`config.mk`:
```
export PLATFORM = sky130hd
export DESIGN_NAME = apb_uart_completer
export DESIGN_NICKNAME = d
export VERILOG_FILES = /design/src/rtl/apb_uart_completer.sv
export SDC_FILE = /design/constraint.sdc
export NUM_CORES = 1
export LEC_CHECK = 0
export CAP_MARGIN = 10
export CORE_MARGIN = 1.5
export CORE_UTILIZATION = 35
export DETAILED_ROUTE_END_ITERATION = 8
export GPL_TIMING_DRIVEN = 0
export PLACE_DENSITY_LB_ADDON = 0.05
export SYNTH_ARGS = -nofsm -noshare
export SYNTH_HDL_FRONTEND = slang
export SYNTH_SLANG_ARGS = --single-unit
```
`constraint.sdc`:
```
create_clock -name i_clk -period 2.6 [get_ports i_clk]
set_input_delay 0.26 -clock i_clk [delete_from_list [all_inputs] [get_ports i_clk]]
set_output_delay 0.26 -clock i_clk [all_outputs]
set_load 0.02 [all_outputs]
```
`src/rtl/apb_uart_completer.sv`:
```
// APB completer for the UART block: CTRL/TXDATA/RXDATA/STATUS registers, TX launch and RX FIFO.
// Optional feature: define UART_LOOPBACK_EN to make CTRL[4] steer accepted TX bytes into the RX FIFO.
module apb_uart_completer #(
    parameter int WAIT_STATES = 0,
    parameter int RX_DEPTH    = 4
) (
    input  logic        i_clk,
    input  logic        i_rst,
    input  logic        apb_psel,
    input  logic        apb_penable,
    input  logic        apb_pwrite,
    input  logic [4:0]  apb_paddr,
    input  logic [31:0] apb_pwdata,
    output logic [31:0] apb_prdata,
    output logic        apb_pready,
    output logic        apb_pslverr,
    output logic [7:0]  uart_data_out,
    output logic        uart_send,
    output logic [1:0]  uart_baud_rate,
    output logic [1:0]  uart_parity_type,
    input  logic        uart_tx_active,
    input  logic        uart_tx_done,
    input  logic        uart_rx_done,
    input  logic [7:0]  uart_data_in,
    input  logic [2:0]  uart_error
);

    localparam int AW = $clog2(RX_DEPTH);

    typedef enum logic [2:0] {
        REG_CTRL   = 3'd0,
        REG_TXDATA = 3'd1,
        REG_RXDATA = 3'd2,
        REG_STATUS = 3'd3
    } reg_e;

    logic [2:0]    wcnt;
    logic [3:0]    ctrl_q;
    logic          tx_busy;
    logic          ovr_q;
    logic [2:0]    err_q;
    logic [7:0]    fifo_mem [RX_DEPTH];
    logic [AW:0]   wr_ptr;
    logic [AW:0]   rd_ptr;
    logic          loopback;

    logic          commit;
    logic          bad;
    logic [31:0]   rdata;
    reg_e          reg_sel;
    logic          fifo_empty;
    logic          fifo_full;
    logic          ctrl_wr;
    logic          tx_wr;
    logic          status_wr;
    logic          rx_pop;
    logic          push_req;
    logic          push_ok;
    logic [7:0]    push_data;

`ifdef UART_LOOPBACK_EN
    logic lb_q;
    assign loopback = lb_q;
`else
    assign loopback = 1'b0;
`endif

    // Reset gates completion so a transfer caught by reset has no side effect.
    assign apb_pready = apb_psel & apb_penable & (wcnt == 3'(WAIT_STATES)) & ~i_rst;
    assign commit     = apb_pready;
    assign reg_sel    = reg_e'(apb_paddr[4:2]);

    assign fifo_empty = (wr_ptr == rd_ptr);
    assign fifo_full  = (wr_ptr[AW] != rd_ptr[AW]) && (wr_ptr[AW-1:0] == rd_ptr[AW-1:0]);

    // NOTE: every signal assigned in always_comb gets a default first, so no path can infer a latch.
    always_comb begin
        rdata = '0;
        bad   = 1'b0;
        if (apb_paddr[1:0] != 2'b00) begin
            bad = 1'b1;
        end else begin
            case (reg_sel)
                REG_CTRL:   rdata = {27'd0, loopback, ctrl_q};
                REG_TXDATA: begin
                    rdata = {24'd0, uart_data_out};
                    bad   = apb_pwrite & tx_busy;
                end
                REG_RXDATA: begin
                    rdata = {24'd0, fifo_mem[rd_ptr[AW-1:0]]};
                    bad   = apb_pwrite | fifo_empty;
                end
                REG_STATUS: rdata = {25'd0, err_q, ovr_q, fifo_full, ~fifo_empty,
                                     tx_busy | uart_tx_active};
                default:    bad = 1'b1;
            endcase
        end
    end

    assign apb_prdata  = (commit & ~bad & ~apb_pwrite) ? rdata : 32'd0;
    assign apb_pslverr = commit & bad;

    assign ctrl_wr   = commit & ~bad &  apb_pwrite & (reg_sel == REG_CTRL);
    assign tx_wr     = commit & ~bad &  apb_pwrite & (reg_sel == REG_TXDATA);
    assign status_wr = commit & ~bad &  apb_pwrite & (reg_sel == REG_STATUS);
    assign rx_pop    = commit & ~bad & ~apb_pwrite & (reg_sel == REG_RXDATA);

    // In loopback the receiver is ignored and accepted TX bytes feed the FIFO instead.
    assign push_req  = loopback ? tx_wr : uart_rx_done;
    assign push_data = loopback ? apb_pwdata[7:0] : uart_data_in;
    assign push_ok   = push_req & (~fifo_full | rx_pop);

    assign uart_baud_rate   = ctrl_q[1:0];
    assign uart_parity_type = ctrl_q[3:2];

    // NOTE: sequential state uses non-blocking assignments so every register samples pre-edge values.
    always_ff @(posedge i_clk) begin
        if (i_rst) begin
            wcnt          <= '0;
            ctrl_q        <= '0;
            tx_busy       <= 1'b0;
            ovr_q         <= 1'b0;
            err_q         <= '0;
            wr_ptr        <= '0;
            rd_ptr        <= '0;
            uart_data_out <= '0;
            uart_send     <= 1'b0;
`ifdef UART_LOOPBACK_EN
            lb_q          <= 1'b0;
`endif
        end else begin
            if (!apb_psel || commit)
                wcnt <= '0;
            else if (apb_penable)
                wcnt <= wcnt + 3'd1;

            if (ctrl_wr) begin
                ctrl_q <= apb_pwdata[3:0];
`ifdef UART_LOOPBACK_EN
                lb_q   <= apb_pwdata[4];
`endif
            end

            uart_send <= tx_wr & ~loopback;
            if (tx_wr)
                uart_data_out <= apb_pwdata[7:0];
            if (tx_wr && !loopback)
                tx_busy <= 1'b1;
            else if (uart_tx_done)
                tx_busy <= 1'b0;

            // Sticky set is OR-ed after the clear so a same-cycle event survives W1C.
            ovr_q <= (ovr_q & ~(status_wr & apb_pwdata[3])) | (push_req & fifo_full & ~rx_pop);
            err_q <= (err_q & ~({3{status_wr}} & apb_pwdata[6:4])) | uart_error;

            if (push_ok)
                wr_ptr <= wr_ptr + 1'b1;
            if (rx_pop)
                rd_ptr <= rd_ptr + 1'b1;
        end
    end

    // NOTE: FIFO storage has no reset; the pointers alone define which entries are valid.
    always_ff @(posedge i_clk) begin
        if (push_ok)
            fifo_mem[wr_ptr[AW-1:0]] <= push_data;
    end

    logic unused_pwdata;
    assign unused_pwdata = ^apb_pwdata[31:8];

endmodule
```
-- Word-level counts from Yosys, hierarchy flattened
Memory sizes are Yosys's and may differ from the RTL's. A register that Yosys moved wholly into a read port is not among the register bits.
Index checks and enable logic that the tools add are counted.
W data, S select, Z words.
- divide/modulo/power cells: 0
- order comparisons: 0
- multiply operators: 0
- bitwise logic cells: 32
- shifts and indexed selects: 0
- $add $sub $neg: 3
- multiplexer cells: 11
- reductions and logical operators: 9
- equal/unequal tests: 6
- operator list (operator ; count):
    $mux W32 ; 2
    $pmux W8 S4 ; 1
    $and A1 B1 Y1 ; 17
    $add A3 B1 Y3 const B ; 3
    $not A1 Y1 ; 7
    $and A3 B3 Y3 ; 2
    $eq A3 B2 Y1 const B ; 2
    $logic_not A3 Y1 ; 2
    $mux W1 ; 5
    $mux W2 ; 2
    $or A1 B1 Y1 ; 4
    $reduce_bool A2 Y1 ; 2
    $reduce_or A2 Y1 ; 2
    $eq A3 B1 Y1 const B ; 1
    $eq A3 B3 Y1 ; 1
    $not A3 Y3 ; 1
    $or A3 B3 Y3 ; 1
    $pmux W1 S3 ; 1
    $eq A2 B2 Y1 ; 1
    $logic_and A1 B1 Y1 ; 1
    $logic_not A1 Y1 ; 1
    $logic_or A1 B1 Y1 ; 1
    $ne A1 B1 Y1 ; 1
- latch bits: 0
- bits in registers: 27
- memory bits (writable): 32
- memories: 1
- input port bits: 56
- output and inout port bits: 47
- ROM bits: 0
- memory list (memory ; depth ; width ; rd ports ; clocked after memory_dff ; wr ports ; RTL line ; source):
    fifo_mem ; 4 ; 8 ; 1 ; 1 ; 1 ; 42 ; logic [7:0] fifo_mem [RX_DEPTH];

-- Longest topological paths before layout
Gate-level depths: netlist of run 1.
- depth in word-level cells: 12
- gate-level depth with buffers: 7

-- Least setup slack after synthesis of run 1
No wires, ideal clock.
- kind: reg2reg
- from: register wcnt[0]
- to: register wr_ptr[2]
- required time: 2479 ps
- data arrival time: 1895 ps
- slack: 584 ps
- library setup time: 121 ps
- cell stages (with the launch flop): 7
- clock period less this slack: 2016 ps
- buffers on the path: 0
- cell sequence: dfxtp_1 -> inv_1 -> ha_1 -> and4bb_2 -> nand4_1 -> a21oi_1 -> mux2_2
- word-level cells in the longest chain between the ends: 8
- RTL lines (item ; RTL line ; source):
    from (decl) ; 37 ; logic [2:0] wcnt;
    from (signal assigned) ; 135 ; wcnt <= wcnt + 3'd1;
    $logic_not A3 Y1 ; 69 ; assign apb_pready = apb_psel & apb_penable & (wcnt == 3'(WAIT_STATES)) & ~i_rst;
    $and A1 B1 Y1 (2 in series) ; 69 ;
    $and A1 B1 Y1 (3 in series) ; 106 ; assign rx_pop = commit & ~bad & ~apb_pwrite & (reg_sel == REG_RXDATA);
    $or A1 B1 Y1 ; 111 ; assign push_ok = push_req & (~fifo_full | rx_pop);
    $and A1 B1 Y1 ; 111 ;
    to (signal assigned) ; 157 ; wr_ptr <= wr_ptr + 1'b1;
    to (decl) ; 43 ; logic [AW:0] wr_ptr;
No other way between the ends.
A chain may end at the register's enable or synchronous reset.

-- Final worst setup path of run 1
- from: register rd_ptr[2]
- to: output port apb_prdata[1]
- word-level cells in the longest chain between the ends: 8
- RTL lines (item ; RTL line ; source):
    from (decl) ; 44 ; logic [AW:0] rd_ptr;
    from (signal assigned) ; 159 ; rd_ptr <= rd_ptr + 1'b1;
    $eq A3 B3 Y1 (*) ; 73 ; assign fifo_empty = (wr_ptr == rd_ptr);
    $or A1 B1 Y1 ; 91 ; bad = apb_pwrite | fifo_empty;
    $pmux W1 S3 ; 83 ; case (reg_sel)
    $mux W1 ; 80 ; if (apb_paddr[1:0] != 2'b00) begin
    $not A1 Y1 ; 100 ; assign apb_prdata = (commit & ~bad & ~apb_pwrite) ? rdata : 32'd0;
    $and A1 B1 Y1 (2 in series) ; 100 ;
    $mux W32 (*) ; 100 ;
    to (decl) ; 14 ; output logic [31:0] apb_prdata,
Mark *: on every way between the ends. The rest lies on a longest branch, timed or not.

==> qor.txt, run 1 <==
Outcome: complete, no violations
Cts hold-fix bufs: 0
GR Util All Layers: 16.4%
Sequential share of the synthesized area: 51.6%
GRT overflow: 0
Sinks on Clock Net: 61
Crit Path Max Fanout: 4
Ant diodes: 0
Input/output buffers: 54
CP max-delay cell: mux4_2
Slew HR: 57.1%
FP Rows: 33
Iter 0 DRT Violations: 84
Flop2flop setup slack: 0.41 ns
Antenna Nets Post-Route: 0
Chip Width: 95.4 um
Number of detailed-route iterations in the first pass: 4
Syn Inst Count: 266
Crit-path cells: xor2_1, or3_4, mux4_2, nor2b_1, clkdlybuf4s15_1
Maximum vdd ir drop: 330 uV
Initial antenna violation count: 0
Maximum number of pins on one net before global-route repair: 12
CP bufs+invs: 1
CP delay by family, top: simple AND/OR/NAND/NOR gates
Via density: 4.76
RD Place Congestion: 0.838
Vias in the first global route: 2100
FF-to-FF Start: wcnt[0]$_SDFFE_PP0P_
FF-to-FF path depth: 6
Share of cells above drive strength 1: 21.6%
CTS root buffer: clkbuf_8
Crit path to: apb_prdata[1]
Die Height: 95.4 um
WP data arrival: 2.24 ns
Library cells used by synthesis: 48
Mapped cell area: 2990 um2
Async SR Flop Fraction: 0%
HPWL reported at the end of detailed placement: 4970 um
Die Area: 9100 um2
Post-synthesis register bit count: 61
Startpoint class of the critical path: flop
Initial Utilization: 36.2%
Ys flop type: edfxtp_1
Worst Tran Pin Value: 0.643 ns
Critical path class: flop to primary output
Placed Area: 3740 um2
Nets: 419
Final Setup Violations: 0
EDFF count, synth: 32
Syn avg cell area: 11.2 um2
Fin crit period: 2.50 ns
First-pass GRT wire length: 11000 um
TritonCTS buffer count: 9
Hold WC Path Type: flop to flop
Total number of vias: 2218
Crit path required time: 2.34 ns
H-Tree Depth: 3
Final core utilization: 48.8%
RSZ-0062 raised after global routing: false
Max Slew Vio Count: 0
Leakage: 1.57 nW
CP peak stage delay: 0.46 ns
Fin. Hold Viols: 0
Max Cap Viol: 0
Number of cells on the critical path: 5
Io pins: 103
CTS Buffer Depth: 2
Fin area: 4030 um2
Avg WL per Cell: 14.9 um
Clock skew: 0.00699 ns
PwrDens: 551 nW/um2
Crit. End Element: primary output
Worst Setup SP: rd_ptr[2]$_SDFFE_PP0P_
Drc violations: 0
CTS tree: built
Total routed wirelength: 6950 um
Clk_lat worst skew: 0.34 ns
Synth-to-layout area growth: 35.0%
Area of the core: 8260 um2
Final period util: 96.1%
Fmax: 0.400 GHz
Reg-to-reg endpoint: fifo_mem[1][5]$_DFFE_PP_
Synth warn: 0
Clock-pin slew on the worst setup and hold paths: 0.07 ns
layout make-up:
class | instances | area, um2
sequential | 61 | 1540
inverter | 11 | 41.3
multi-input combinational | 183 | 1310
fill | 781 | 4230
buffer | 33 | 233
tap | 105 | 131
timing repair buffer | 57 | 558
clock buffer | 10 | 128
clock inverter | 6 | 87.6
logic make-up (layout without fill, tap and decap cells):
kind of cell	after synthesis	in the layout	share of synthesized area, %
AND/OR/NAND/NOR	76	76	14.1
flip-flops	61	61	51.6
AO/OA/AOI/OAI	54	54	11.2
buffers and inverters	45	117	8.80
multiplexers	18	18	10.1
adder cells (fa/ha/maj)	7	7	2.93
XOR/XNOR	4	4	1.17
other	1	24	0.126
worst reg2reg max path: stages (launching register included):
cell      delay [ns]
dfxtp_1         0.31
inv_1           0.08
ha_1            0.19
and4bb_2        0.32
nand4_1         0.20
a21boi_2        0.29
and2_1          0.45
report_power, final:
group / switching [mW] / internal [mW] / leakage [nW] / total, mW
sequential: 0.0106 / 1.04 / 0.529 / 1.06
clock: 0.379 / 0.538 / 0.100 / 0.917
combinational: 0.132 / 0.117 / 0.937 / 0.249
total: 0.521 / 1.70 / 1.57 / 2.22
layer usage:
| layer | up-vias | GRT usage, % | share of wire [%] |
|---|---|---|---|
| met5 | - | 0 | 0 |
| met4 | 0 | 6.74 | 2.1 |
| met3 | 10 | 4.39 | 6.1 |
| met2 | 80 | 25.9 | 47 |
| met1 | 1020 | 21.1 | 45 |
| li1 | 1108 | - | - |
flip-flops by register name, summed over array words and instances (netlist names), named ones only:
| register | flops |
|---|---|
| err_q | 3 |
| uart_data_out | 8 |
| uart_send | 1 |
| wr_ptr | 3 |
| wcnt | 3 |
| ctrl_q | 4 |
| ovr_q | 1 |
| fifo_mem | 32 |
| rd_ptr | 3 |
| tx_busy | 1 |
repair_timing:
| item | in CTS | in global routing |
|---|---|---|
| setup endpoints to repair | 10 | 3 |
| buffers inserted | 1 | 2 |
| pin swaps | 1 | 0 |
| resized for setup | 22 | 9 |
| cloned | 0 | 0 |
per-stage QoR:
stage | power (mW) | hold slack, ns | instances | TNS (ns) | setup WS, ns
global route | 2.32 | 0.508 | 466 | 0 | 0.0236
CTS | 2.25 | 0.471 | 464 | 0 | 0.00439
global placement | 1.31 | 0.466 | 448 | -6.87 | -0.416
detailed placement | 1.31 | 0.462 | 448 | -7.35 | -0.424
floorplan | 1.22 | 0.359 | 289 | 0 | 0.584
finish | 2.22 | 0.475 | 466 | 0 | 0.101
cells in the mapped netlist (5+ instances only):
master,instances,area [um2]
nor2b_1,5,31.3
clkbuf_1,7,26.3
a22oi_1,5,37.5
o21ai_0,11,55.1
mux2_2,7,78.8
dfxtp_1,29,581
ha_1,7,87.6
nand3_1,13,65.1
nor2_1,17,63.8
nand2b_1,5,31.3
mux4_2,9,203
buf_4,24,180
edfxtp_1,32,961
a21oi_1,22,110
nand2_1,14,52.6
inv_1,11,41.3
cell usage in the layout (no fill, tap or decap), types with 11 or more instances in the layout:
cell type,count
conb_1,24
nand3_1,13
nand2_1,14
nor2_1,16
inv_1,11
clkdlybuf4s50_1,43
a21oi_1,21
dfxtp_1,27
o21ai_0,11
edfxtp_1,32
buf_4,28
worst min path at each step:
stage	cells after the start	start	to	slack (ns)
2_1_floorplan	0	uart_data_in[0]	fifo_mem[0][0]$_DFFE_PP_	0.36
3_3_place_gp	2	ctrl_q[2]$_SDFFE_PP0P_	ctrl_q[2]$_SDFFE_PP0P_	0.47
3_5_place_dp	2	ovr_q$_SDFF_PP0_	ovr_q$_SDFF_PP0_	0.46
4_1_cts	2	ovr_q$_SDFF_PP0_	ovr_q$_SDFF_PP0_	0.47
5_1_grt	2	ovr_q$_SDFF_PP0_	ovr_q$_SDFF_PP0_	0.51
6_report	2	ovr_q$_SDFF_PP0_	ovr_q$_SDFF_PP0_	0.47
Power figures use the tool's default switching activity.
==> run 2, diff against run 1 <==
- GPL_TIMING_DRIVEN: 0 -> unset
==> qor.txt, run 2 (synthesized netlist as in run 1, its figures left out) <==
Outcome: complete, no violations
CTS root buffer: clkbuf_8
Fin. Hold Viols: 0
TritonCTS buffer count: 9
Hold_sp: ovr_q$_SDFF_PP0_
NetSw: 0.518 mW
Avg WL per Cell: 14.7 um
Share of cells above drive strength 1: 18.6%
Fillers: 805
Die Area: 9100 um2
Leakage: 1.50 nW
Ant diodes: 0
FP Rows: 33
First-pass GRT wire length: 10500 um
P_int: 1.52 mW
Slew HR: 58.2%
Crit path required time: 2.34 ns
H-Tree Depth: 3
Final core utilization: 47.1%
Initial antenna violation count: 0
Fin crit period: 2.47 ns
Total routed wirelength: 6670 um
Most common library cell in the layout ignoring fill and taps: clkdlybuf4s50_1
Io pins: 103
Placed cells: 439
Post-CTS Setup Bufs: 0
Hold WC Path Type: flop to flop
Pwr Total: 2.04 mW
GR Util All Layers: 15.6%
Worst hold slack: 0.480 ns
Maximum number of pins on one net before global-route repair: 29
Combinational power share: 11.4%
Initial Utilization: 36.2%
Startpoint class of the critical path: flop
FF-to-FF path depth: 8
Area of the core: 8260 um2
Chip Width: 95.4 um
Crit Path Max Fanout: 4
Layout Cells excl Fill: 455
RD Place Congestion: 0.798
Cts hold-fix bufs: 0
Clk_lat worst skew: 0.33 ns
HPWL reported at the end of detailed placement: 4850 um
Nets: 408
Drc violations: 0
Critical path class: flop to primary output
FF-to-FF Start: wcnt[0]$_SDFFE_PP0P_
Total number of vias: 2183
Switching Share: 25.4%
GRT overflow: 0
Fmax: 0.404 GHz
Number of detailed-route iterations in the first pass: 4
Min-Delay Path Depth: 2
Final period util: 95.2%
Antenna Nets Post-Route: 0
Area occupied by multi-input gates: 1270 um2
Sequential standard cell area: 1540 um2
Flop2flop setup slack: 0.55 ns
Commonest non-fill, non-tap cells in the layout: clkdlybuf4s50_1, edfxtp_1, dfxtp_1, buf_4, conb_1
Die Height: 95.4 um
Via density: 4.80
Clock-pin slew on the worst setup and hold paths: 0.07 ns
CTS Buffer Depth: 2
Register share of total power: 51.5%
WP data arrival: 2.21 ns
Clk pwr share: 37.1%
Max Cap Viol: 0
Vias in the first global route: 2057
Worst Tran Pin Value: 0.622 ns
Iter 0 DRT Violations: 62
Final Setup Violations: 0
Synth-to-layout area growth: 30.3%
Sinks on Clock Net: 61
Largest register FFs: 32
Maximum vdd ir drop: 434 uV
Crit. End Element: primary output
CTS tree: built
Hold Path End: ovr_q$_SDFF_PP0_
Input/output buffers: 54
Clock skew: 0.0100 ns
RSZ-0062 raised after global routing: false
Max Slew Vio Count: 0
PwrDens: 524 nW/um2
Reg-to-reg endpoint: fifo_mem[2][4]$_DFFE_PP_
run 2: changes by cell type in the layout (fill, tap and decap cells not counted), sizes merged:
cell | previous run | this run
clkinv | 2 | 1
clkdlybuf4s50 | 43 | 44
clkinvlp | 2 | 3
bufinv | 2 | 0
inv | 11 | 12
buf | 30 | 25
clkdlybuf4s15 | 1 | 0
clkbuf | 16 | 11
dlygate4sd2 | 8 | 7
dlymetal6s2s | 2 | 3
run 2: area by class of cell:
type	instances	area share [%]
clock buffer	11	3.63
multi-input combinational	183	32.7
inverter	11	1.06
tap	105	3.38
sequential	61	39.6
timing repair buffer	79	18.7
clock inverter	5	0.932
run 2: routing by layer:
metal | vias up | global-route usage [%] | share of wire, %
met4 | 0 | 4.90 | 1.3
met3 | 8 | 4.23 | 4.6
met1 | 1037 | 20.1 | 46
met5 | - | 0 | 0
li1 | 1081 | - | -
met2 | 57 | 25.4 | 48
run 2: worst max path at each step:
stage                                 startpoint                endpoint  slack (ns)  cells past startpoint
final                     wr_ptr[0]$_SDFFE_PP0P_           apb_prdata[1]        0.13                      5
after global routing      wr_ptr[0]$_SDFFE_PP0P_           apb_prdata[1]        0.04                      5
after CTS                   wcnt[0]$_SDFFE_PP0P_           apb_prdata[7]       0.001                      8
after detailed placement            apb_paddr[3]           apb_prdata[0]        0.03                      7
after global placement              apb_paddr[3]           apb_prdata[0]      -0.005                      7
after floorplan             wcnt[0]$_SDFFE_PP0P_  wr_ptr[2]$_SDFFE_PP0P_        0.58                      6
run 2: power by group through the flow:
stage          Clock, mW  Combinational, mW  Sequential [mW]
2_1_floorplan          0              0.145             1.07
3_3_place_gp           0              0.232             1.07
3_5_place_dp           0              0.232             1.07
4_1_cts            0.783              0.233             1.05
5_1_grt            0.823              0.257             1.05
6_report           0.757              0.233             1.05
run 2: what timing repair did:
| item | 4_1_cts | 5_1_grt |
|---|---|---|
| pin swaps | 0 | 0 |
| gates resized for setup | 7 | 4 |
| endpoints found under the setup margin | 7 | 3 |
run 2: critical path, stage by stage (launching register included):
cell	delay (ns)
dfxtp_1	0.33
xor2_1	0.20
or3_4	0.42
mux4_2	0.46
nor2b_1	0.16
dlygate4sd2_1	0.32
run 2: stage by stage:
| step | setup WS (ns) | setup TNS [ns] | area [um2] |
|---|---|---|---|
| after CTS | 0.00139 | 0 | 3880 |
| after floorplan | 0.584 | 0 | 3070 |
| after global routing | 0.0365 | 0 | 3890 |
| after global placement | -0.00497 | -0.00497 | 3710 |
| after detailed placement | 0.0284 | 0 | 3710 |
| final | 0.125 | 0 | 3890 |
==> run 3, diff against run 2 <==
- CTS_BUF_LIST: unset -> sky130_fd_sc_hd__clkbuf_4 sky130_fd_sc_hd__clkbuf_8
- MAX_ROUTING_LAYER: unset -> met4
==> qor.txt, run 3 (synthesized netlist as in run 1, its figures left out) <==
Clock skew: 0.00976 ns
Input/output buffers: 54
Fin crit period: 2.47 ns
GR Util All Layers: 16.1%
Total routed wirelength: 6700 um
Ant diodes: 0
First-pass GRT wire length: 10500 um
Worst Tran Pin Value: 0.618 ns
Flop2flop setup slack: 0.55 ns
CTS tree: built
Clk_lat worst skew: 0.33 ns
FF-to-FF Start: wcnt[0]$_SDFFE_PP0P_
Worst Setup SP: wr_ptr[0]$_SDFFE_PP0P_
Maximum number of pins on one net before global-route repair: 29
Max Cap Viol: 0
Startpoint class of the critical path: flop
Max Slew Vio Count: 0
Share of cells above drive strength 1: 18.9%
Io pins: 103
Worst hold slack: 0.488 ns
Pwr Total: 2.05 mW
Hold_sp: wcnt[1]$_SDFFE_PP0P_
Reg-to-reg endpoint: fifo_mem[2][4]$_DFFE_PP_
Final period util: 95.1%
Outcome: complete, no violations
GRT overflow: 0
Number of detailed-route iterations in the first pass: 4
Synth-to-layout area growth: 30.5%
Crit path required time: 2.34 ns
Final core utilization: 47.2%
Avg WL per Cell: 14.7 um
H-Tree Depth: 3
Nets: 408
CTS root buffer: clkbuf_8
Via density: 4.80
Critical path class: flop to primary output
Leakage: 1.51 nW
Initial antenna violation count: 0
Crit Path Max Fanout: 4
PwrDens: 527 nW/um2
Final Setup Violations: 0
Crit. End Element: primary output
TritonCTS buffer count: 9
Min-Delay Path Depth: 2
FP Rows: 33
Slew HR: 58.4%
Sinks on Clock Net: 61
Iter 0 DRT Violations: 78
Initial Utilization: 36.2%
Hold WC Path Type: flop to flop
HPWL reported at the end of detailed placement: 4850 um
RD Place Congestion: 0.809
Maximum vdd ir drop: 434 uV
Chip Width: 95.4 um
Die Area: 9100 um2
Placed Area: 3710 um2
Antenna Nets Post-Route: 0
Fin. Hold Viols: 0
FF-to-FF path depth: 8
RSZ-0062 raised after global routing: false
WP data arrival: 2.21 ns
Commonest non-fill, non-tap cells in the layout: clkdlybuf4s50_1, edfxtp_1, dfxtp_1, buf_4, conb_1
Fmax: 0.404 GHz
Setup WS pre-CTS: 0.0284 ns
Fin area: 3900 um2
Area of the core: 8260 um2
Largest register FFs: 32
Clock-pin slew on the worst setup and hold paths: 0.07 ns
Hold Path End: wcnt[1]$_SDFFE_PP0P_
Total number of vias: 2183
Setup WS post-layout: 0.127 ns
Most common library cell in the layout ignoring fill and taps: clkdlybuf4s50_1
Die Height: 95.4 um
Vias in the first global route: 2074
Drc violations: 0
CTS Buffer Depth: 2
-- run 3: cell counts in the layout (fill, tap and decap cells not counted) --
Identical to the previous run, type by type.
-- run 3: metrics by stage --
| stage | instances | setup TNS [ns] |
|---|---|---|
| 6_report | 455 | 0 |
| 3_5_place_dp | 439 | 0 |
| 4_1_cts | 455 | 0 |
| 5_1_grt | 455 | 0 |
| 3_3_place_gp | 439 | -0.00497 |
| 2_1_floorplan | 289 | 0 |
-- run 3: worst max-delay path, stage by stage (launching register included) --
cell,delay (ns)
dfxtp_1,0.33
xor2_1,0.20
or3_4,0.42
mux4_2,0.46
nor2b_1,0.15
dlygate4sd2_1,0.32
-- run 3: worst max path at each step --
stage | to | slack (ns) | depth (start not counted)
floorplan | wr_ptr[2]$_SDFFE_PP0P_ | 0.58 | 6
global placement | apb_prdata[0] | -0.005 | 7
global route | apb_prdata[1] | 0.03 | 5
finish | apb_prdata[1] | 0.13 | 5
CTS | apb_prdata[7] | 0.001 | 8
detailed placement | apb_prdata[0] | 0.03 | 7
-- run 3: what timing repair did --
item                                    4_1_cts  5_1_grt
hold buffers                                  0        0
endpoints found under the setup margin        7        3
buffers inserted                              0        0
gates resized for setup                       7        4
-- run 3: final cells by class --
class	count	area, um2
sequential	61	1540
timing repair buffer	79	727
tap	105	131
clock inverter	5	36.3
clock buffer	11	145
fill	805	4360
inverter	11	41.3
multi-input combinational	183	1270
-- run 3: routing by layer --
| layer | global-route usage [%] | wire [um] |
|---|---|---|
| met5 | - | 0 |
| met4 | 4.90 | 72 |
| met3 | 4.47 | 311 |
| met2 | 25.5 | 3220 |
| met1 | 20.0 | 3100 |
-- run 3: power by group --
part | leakage, nW | internal, mW | switching (mW)
Combinational | 0.892 | 0.107 | 0.126
Sequential | 0.529 | 1.04 | 0.00853
Clock | 0.0854 | 0.384 | 0.385
Total | 1.51 | 1.53 | 0.519
